File: config.mk
export PLATFORM = sky130hd
export DESIGN_NAME = prio_code_decoder
export DESIGN_NICKNAME = d
export VERILOG_FILES = /design/src/rtl/prio_code_pkg.sv /design/src/rtl/code_to_onehot.sv /design/src/rtl/prio_code_decoder.sv
export SDC_FILE = /design/constraint.sdc
export NUM_CORES = 1
export LEC_CHECK = 0
export ABC_AREA = 1
export BUFFER_PORTS_ARGS = -buffer_cell sky130_fd_sc_hd__buf_2
export CORE_UTILIZATION = 40
export CTS_BUF_LIST = sky130_fd_sc_hd__clkbuf_8
export CTS_CLUSTER_DIAMETER = 60
export DETAILED_ROUTE_END_ITERATION = 16
export REMOVE_ABC_BUFFERS = 1
export SKIP_LAST_GASP = 1
export SYNTH_ARGS = -nofsm -noshare
export SYNTH_HDL_FRONTEND = slang
export SYNTH_SLANG_ARGS = --single-unit
export TNS_END_PERCENT = 30
File: constraint.sdc
create_clock -name clk -period 4.8 [get_ports clk]
set_clock_uncertainty 0.15 [all_clocks]
set_input_delay 0.96 -clock clk [delete_from_list [all_inputs] [get_ports clk]]
set_output_delay 0.96 -clock clk [all_outputs]
set_load 0.02 [all_outputs]
File: src/rtl/prio_code_pkg.sv
// Shared types for the 8:3 priority-coded request path.
// Used by both the encoder side and the decoder side.
package prio_code_pkg;

    localparam int CODE_W    = 3;
    localparam int NUM_LINES = 8;

    typedef logic [CODE_W-1:0] line_idx_t;

    typedef enum logic [1:0] {
        IDLE,
        DRIVE,
        GAP
    } dec_state_t;

endpackage

File: src/rtl/code_to_onehot.sv
// Combinational 3-to-8 line decoder.
// The parent registers its output.
module code_to_onehot
    import prio_code_pkg::*;
(
    input  logic [CODE_W-1:0]    code,
    output logic [NUM_LINES-1:0] onehot
);

    always_comb begin
        onehot       = '0;
        onehot[code] = 1'b1;
    end

endmodule

File: src/rtl/prio_code_decoder.sv
// Receive side of the priority-coded request path.
// Drives one line until it acks (after a minimum hold) or times out.
module prio_code_decoder
    import prio_code_pkg::*;
#(
    parameter int HOLD_CYCLES = 4,
    parameter int TIMEOUT     = 15
) (
    input  logic                 clk,
    input  logic                 rst_n,
    input  logic                 in_valid,
    input  logic [CODE_W-1:0]    in_code,
    output logic                 in_ready,
    input  logic [NUM_LINES-1:0] ack,
    output logic [NUM_LINES-1:0] dec_out,
    output logic                 done,
    output logic                 timeout,
    output logic [7:0]           err_count
);

    localparam int CW = $clog2(TIMEOUT + 1);
    localparam logic [CW-1:0] HOLD_K = CW'(HOLD_CYCLES);
    localparam logic [CW-1:0] TMO_K  = CW'(TIMEOUT);

    dec_state_t           state;
    line_idx_t            code_q;
    logic [CW-1:0]        cnt;
    logic                 ack_seen;
    logic [NUM_LINES-1:0] onehot;
    logic [CW-1:0]        k;
    logic                 seen_now;
    logic                 rel_ack;
    logic                 rel_tmo;

    code_to_onehot u_dec (
        .code   (in_code),
        .onehot (onehot)
    );

    // cnt holds completed drive cycles; k is the one ending now
    assign k        = cnt + 1'b1;
    assign seen_now = ack_seen | ack[code_q];
    assign rel_ack  = (k >= HOLD_K) && seen_now;
    assign rel_tmo  = (k == TMO_K);

    always_ff @(posedge clk or negedge rst_n) begin
        if (!rst_n) begin
            state     <= IDLE;
            code_q    <= '0;
            cnt       <= '0;
            ack_seen  <= 1'b0;
            in_ready  <= 1'b1;
            dec_out   <= '0;
            done      <= 1'b0;
            timeout   <= 1'b0;
            err_count <= '0;
        end else begin
            unique case (state)
                IDLE: begin
                    if (in_valid && in_ready) begin
                        code_q   <= in_code;
                        cnt      <= '0;
                        ack_seen <= 1'b0;
                        dec_out  <= onehot;
                        in_ready <= 1'b0;
                        state    <= DRIVE;
                    end
                end
                DRIVE: begin
                    if (rel_ack || rel_tmo) begin
                        dec_out <= '0;
                        done    <= rel_ack;
                        timeout <= !rel_ack;
                        if (!rel_ack && err_count != 8'hFF)
                            err_count <= err_count + 8'd1;
                        state   <= GAP;
                    end else begin
                        cnt      <= k;
                        ack_seen <= seen_now;
                    end
                end
                GAP: begin
                    done     <= 1'b0;
                    timeout  <= 1'b0;
                    in_ready <= 1'b1;
                    state    <= IDLE;
                end
                default: state <= IDLE;
            endcase
        end
    end

endmodule

==> qor.yml, run 1 <==
num_rows: 22
ff2ff_path_depth: 9
worstMarginPinSlew_ns: 0.955
clock_path_buffers: 2
yosysTopAreaCell: "dfrtp_1"
gp_congestion: 0.823
cts_made_buffers: 5
core_um2: 3770
final_cell_area_um2: 1890
synth_xor_area_share_pct: 4.33
synthDistinctLibCells: 23
numPortBuffers: 32
worst_path_most_repeated_cell: "nand2_1"
die_x_um: 65.6
path_cells: "buf_2 > nand3_1 > nand2_2 > nand2_1 > nand2_1"
synth-seq-area-share_pct: 45.0
met2_usage_pct: 27.8
fmax_mhz: 453
crit_fanout: 22
synth_top_family_by_area: "simple AND/OR/NAND/NOR gates"
finalHoldViolations: 0
crit_arrival_ns: 2.28
busiest_layer: "met2"
gr-usage-met1_pct: 24.4
p_sw_mw: 0.477
pin_count: 33
cts.sinks: 29
synth.top_cell.area_share_pct: 43.3
sequentialPowerShare_pct: 37.2
reg2reg_slack_ns: 2.70
ctsHtreeMaxLevel: 2
final_max_slew_viol_count: 0
reg2reg_to: "dec_out[7]"
p_int_mw: 0.596
first_pass_iters: 4
cts_tree: "yes"
slowest_stage: "nand3_1"
yosys-top-cells-area: "dfrtp_1 (43%), nand2_1 (16%), nand3_2 (6.2%), nand3_1 (5.6%), nor2_1 (3.7%)"
grt_use_total_pct: 18.7
hold_depth: 2
post_cts_resized: 0
avgSynthCellArea_um2: 8.29
setup_viol: 0
synthAdderAreaFrac_pct: 2.32
antenna_left: 0
slew-limit-headroom_pct: 36.2
cts_hold_buf: 0
fp.dieH_um: 65.6
critical_path.top_delay_family: "simple AND/OR/NAND/NOR gates"
critPathBufInv: 1
synth_compound_area_share_pct: 1.63
synthToLayoutAreaGrowth_pct: 17.1
synth.area.mux_share_pct: 0
yosysWarnings: 0
antenna_found_initial: 0
worstHoldEndpoint: "in_ready"
hold_class: "reg2reg"
antenna_cells: 0
vias_per_cell: 4.77
drt_iter0_markers: 59
dp_hpwl_um: 2270
drc: 0
syn_area_um2: 1620
ys_seq_elements: 29
overflow: 0
postPlaceCellArea_um2: 1800
cts-root-buf: "clkbuf_8"
grt_max_degree: 30
syn_inst: 195
pwr_density_cell_nw_per_um2: 567
postCtsSetupRepairBufs: 0
clkTransAtPathRegs_ns: 0.06
final_util_pct: 50.2
switching_share_pct: 44.5
rsz0062_at_grt: "no"
worstSetupPathType: "in2reg"
finalWirelength_um: 3270
timing.setup.tns_ns: 0
holdCritStartpoint: "in_ready"
grtUsageMet3_pct: 5.56
max_stage_delay_ns: 0.65
timing.max_cap.violations: 0
p_leak_nw: 1.09
die_area_um2: 4300
period_share_pct: 46.0
finalNetCount: 247
p_comb_share_pct: 43.7
grt_pass1_vias: 1339
vdd_drop_max_v: 0.000266
initial_core_util_pct: 42.9
critPathLaunchType: "input port"
yosys.area_share.simple_pct: 41.2
period_minus_slack_ns: 2.21
drive_gt1_share_pct: 26.8
wire_per_inst_um: 11.7
rr_startpoint: "cnt[0]"
worst-endpoint-required_ns: 4.87
clockPowerShare_pct: 19.1
critPathCaptureType: "flip-flop"
outcome: "finished, final reports clean"
grt_pass1_wl_um: 5890
clkLatencyLatePin_ns: 0.29
vias: 1331
final cells by class:
cell class | count | area [um2]
clock inverter | 2 | 7.51
tap | 48 | 60.1
multi-input combinational | 147 | 800
timing repair buffer | 32 | 160
clock buffer | 6 | 82.6
inverter | 15 | 56.3
fill | 382 | 1880
sequential | 29 | 727
power groups by stage:
stage | combinational [mW] | sequential (mW) | clock [mW]
4_1_cts | 0.477 | 0.400 | 0.211
5_1_grt | 0.532 | 0.413 | 0.222
3_3_place_gp | 0.473 | 0.402 | 0
6_report | 0.469 | 0.400 | 0.205
3_5_place_dp | 0.474 | 0.403 | 0
2_1_floorplan | 0.288 | 0.456 | 0
flip-flops by register name, summed over array words and instances (netlist names):
signal     count
ack_seen       1
cnt            4
code_q         3
dec_out        8
done           1
err_count      8
in_ready       1
state          2
timeout        1
synthesized netlist by cell type, drive strengths merged:
cell type / number
nand2: 76
nand3: 29
dfrtp: 28
nor2: 17
inv: 15
nand4: 9
xnor2: 4
xor2: 4
buf: 3
ha: 3
o21ai: 3
a21boi: 1
clkbuf: 1
dfstp: 1
nand3b: 1
cell families (layout without fill, tap and decap cells):
group / after synthesis / after routing
compound gates: 4 / 4
xor+xnor: 8 / 8
buf+inv: 19 / 55
simple gates: 132 / 132
fa+ha+maj: 3 / 3
flops: 29 / 29
metal layers:
metal | vias to the layer above | routed length [um] | part of all wire (%)
li1 | 693 | - | -
met1 | 618 | 1620 | 49
met2 | 14 | 1460 | 45
met3 | 6 | 113 | 3.5
met4 | 0 | 78 | 2.4
met5 | - | 0 | 0
layout by cell type (no fill, tap or decap):
cell type | synthesis | layout
a21boi_2 | 1 | 1
buf_2 | 2 | 32
clkbuf_8 | 0 | 6
dfrtp_1 | 28 | 28
dfstp_2 | 1 | 1
ha_1 | 3 | 3
inv_1 | 14 | 16
inv_2 | 1 | 1
nand2_1 | 69 | 69
nand2_2 | 4 | 4
nand2_4 | 3 | 3
nand3_1 | 18 | 18
nand3_2 | 10 | 10
nand3_4 | 1 | 1
nand3b_2 | 1 | 1
nand4_1 | 8 | 8
nand4_2 | 1 | 1
nor2_1 | 16 | 16
nor2_2 | 1 | 1
o21ai_0 | 3 | 3
xnor2_1 | 4 | 4
xor2_1 | 4 | 4
worst max-delay path by stage:
stage / startpoint / slack (ns) / cells after the start / end
after floorplan: in_valid / 2.64 / 4 / dec_out[0]
after global placement: in_valid / 2.25 / 5 / dec_out[6]
after detailed placement: in_valid / 2.24 / 5 / dec_out[6]
after CTS: in_valid / 2.55 / 5 / dec_out[7]
after global routing: in_valid / 2.41 / 5 / dec_out[2]
final: in_valid / 2.59 / 5 / dec_out[7]
metrics by stage:
stage	worst slack, ns	total power, mW	hold WS (ns)	instances
2_1_floorplan	2.64	0.743	0.326	191
3_3_place_gp	2.25	0.876	0.328	271
3_5_place_dp	2.24	0.877	0.334	271
4_1_cts	2.55	1.09	0.344	279
5_1_grt	2.41	1.17	0.386	279
6_report	2.59	1.07	0.347	279
worst register-to-register path: cells and delay by family (launching register included):
kind / cells / cell delay, ns
flops: 1 / 0.43
fa+ha+maj: 1 / 0.24
xor+xnor: 1 / 0.28
simple gates: 7 / 0.89
Power figures use the tool's default switching activity.
==> run 2, diff against run 1 <==
Clock period 4.8 ns to 2 ns, I/O delays scaled along.
==> qor.yml, run 2 (synthesis gave the netlist of run 1 again) <==
core_um2: 3770
layout_commonest_cell: "nand2_1"
fill_cells: 376
overflow: 0
finalWirelength_um: 3190
timing.max_cap.violations: 0
cts_tree: "yes"
grt_pass1_wl_um: 5640
final_cell_area_um2: 1950
critPathLaunchType: "flip-flop"
postCtsSetupRepairBufs: 0
timing.hold.ws_ns: -0.0140
critPathCaptureType: "flip-flop"
drc: 0
antenna_left: 0
final_max_slew_viol_count: 0
die_x_um: 65.6
max_stage_delay_ns: 0.42
clkLatencyLatePin_ns: 0.29
die_area_um2: 4300
num_rows: 22
hold_class: "in2async"
rsz0062_at_grt: "no"
failed_checks: "hold timing"
setup_viol: 0
worst-endpoint-required_ns: 2.03
p_sw_mw: 1.16
crit_fanout: 9
p_leak_nw: 1.10
fmax_mhz: 534
synthToLayoutAreaGrowth_pct: 20.8
outcome: "finished with violations"
path_cells: "ha_1 > xnor2_2 > nor2_1 > nand2_2 > nand2_4 > nand2_4 > buf_4 > nand3_1 > nand2_1"
worst_path_most_repeated_cell: "nand2_4"
pwr_density_cell_nw_per_um2: 1410
period_share_pct: 93.7
period_minus_slack_ns: 1.87
worstMarginPinSlew_ns: 0.645
antenna_found_initial: 0
grt_use_total_pct: 17.9
first_pass_iters: 4
dp_hpwl_um: 2320
vias_per_cell: 4.68
cts_made_buffers: 5
crit_arrival_ns: 1.90
antenna_cells: 0
clkTransAtPathRegs_ns: 0.07
initial_core_util_pct: 42.9
vdd_drop_max_v: 0.000723
drt_iter0_markers: 59
finalHoldViolations: 27
p_int_mw: 1.60
sequentialPowerShare_pct: 34.6
finalNetCount: 250
pin_count: 33
numPortBuffers: 32
ctsHtreeMaxLevel: 2
postPlaceCellArea_um2: 1830
vias: 1320
cts-root-buf: "clkbuf_8"
slew-limit-headroom_pct: 57.0
grt_max_degree: 30
cts.sinks: 29
layout_common_cells: "nand2_1 (69), buf_2 (32), dfrtp_1 (28)"
gp_congestion: 0.759
reg.largest.list: "dec_out (8), err_count (8), cnt (4)"
grt_pass1_vias: 1280
slowest_stage: "dfrtp_1"
switching_share_pct: 42.1
timing.setup.tns_ns: 0
p_comb_share_pct: 42.0
worstSetupPathType: "reg2reg"
clock_path_buffers: 2
clockPowerShare_pct: 23.4
fp.dieH_um: 65.6
wire_per_inst_um: 11.3
drive_gt1_share_pct: 29.1
cts_hold_buf: 0
run 2: worst paths after layout:
| kind | to | depth (start not counted) | slack, ns | startpoint |
|---|---|---|---|---|
| setup / recovery | done | 9 | 0.13 | cnt[0] |
| hold / removal | cnt[0] | 1 | -0.01 | rst_n |
| setup reg to reg | done | 9 | 0.13 | cnt[0] |
| hold reg to reg | in_ready | 2 | 0.35 | in_ready |
| max in group asynchronous | dec_out[3] | 1 | 1.29 | rst_n |
| min in group clk | in_ready | 4 | 0.25 | in_valid |
run 2: critical path: cells and delay by family (launching register included):
kind / cells / cell delay (ns)
buf+inv: 1 / 0.19
simple gates: 6 / 0.58
flops: 1 / 0.42
xor+xnor: 1 / 0.16
fa+ha+maj: 1 / 0.25
run 2: per-stage QoR:
stage / instances / setup WS, ns / util [%] / power (mW)
after floorplan: 191 / 0.176 / - / 1.78
after global placement: 274 / 0.166 / 48.4 / 2.12
after detailed placement: 274 / 0.0937 / 48.4 / 2.13
after CTS: 282 / 0.0503 / 51.6 / 2.79
after global routing: 282 / 0.0170 / 51.8 / 2.98
final: 282 / 0.126 / 51.8 / 2.76
run 2: layer usage:
layer | wire length (um) | vias up | track usage [%]
li1 | - | 699 | -
met1 | 1600 | 593 | 23.3
met2 | 1410 | 22 | 26.9
met3 | 130 | 6 | 6.25
met4 | 44 | 0 | 7.61
met5 | 0 | - | 0
run 2: power by group through the flow:
stage | Sequential [mW] | Combinational, mW | Clock, mW
final | 0.955 | 1.16 | 0.646
after global routing | 0.990 | 1.30 | 0.696
after CTS | 0.957 | 1.17 | 0.662
after detailed placement | 0.961 | 1.17 | 0
after global placement | 0.965 | 1.15 | 0
after floorplan | 1.09 | 0.691 | 0
run 2: final cells by class:
cell class | instances | area [um2] | share of cell area [%]
multi-input combinational | 147 | 807 | 41.3
sequential | 29 | 727 | 37.2
timing repair buffer | 35 | 183 | 9.35
clock buffer | 6 | 82.6 | 4.23
tap | 48 | 60.1 | 3.07
inverter | 15 | 56.3 | 2.88
clock inverter | 2 | 37.5 | 1.92
run 2: repair_timing:
item / 4_1_cts / 5_1_grt
gates resized for setup: 0 / 1
setup endpoints to repair: 0 / 10
endpoints found under the hold margin: 0 / 0
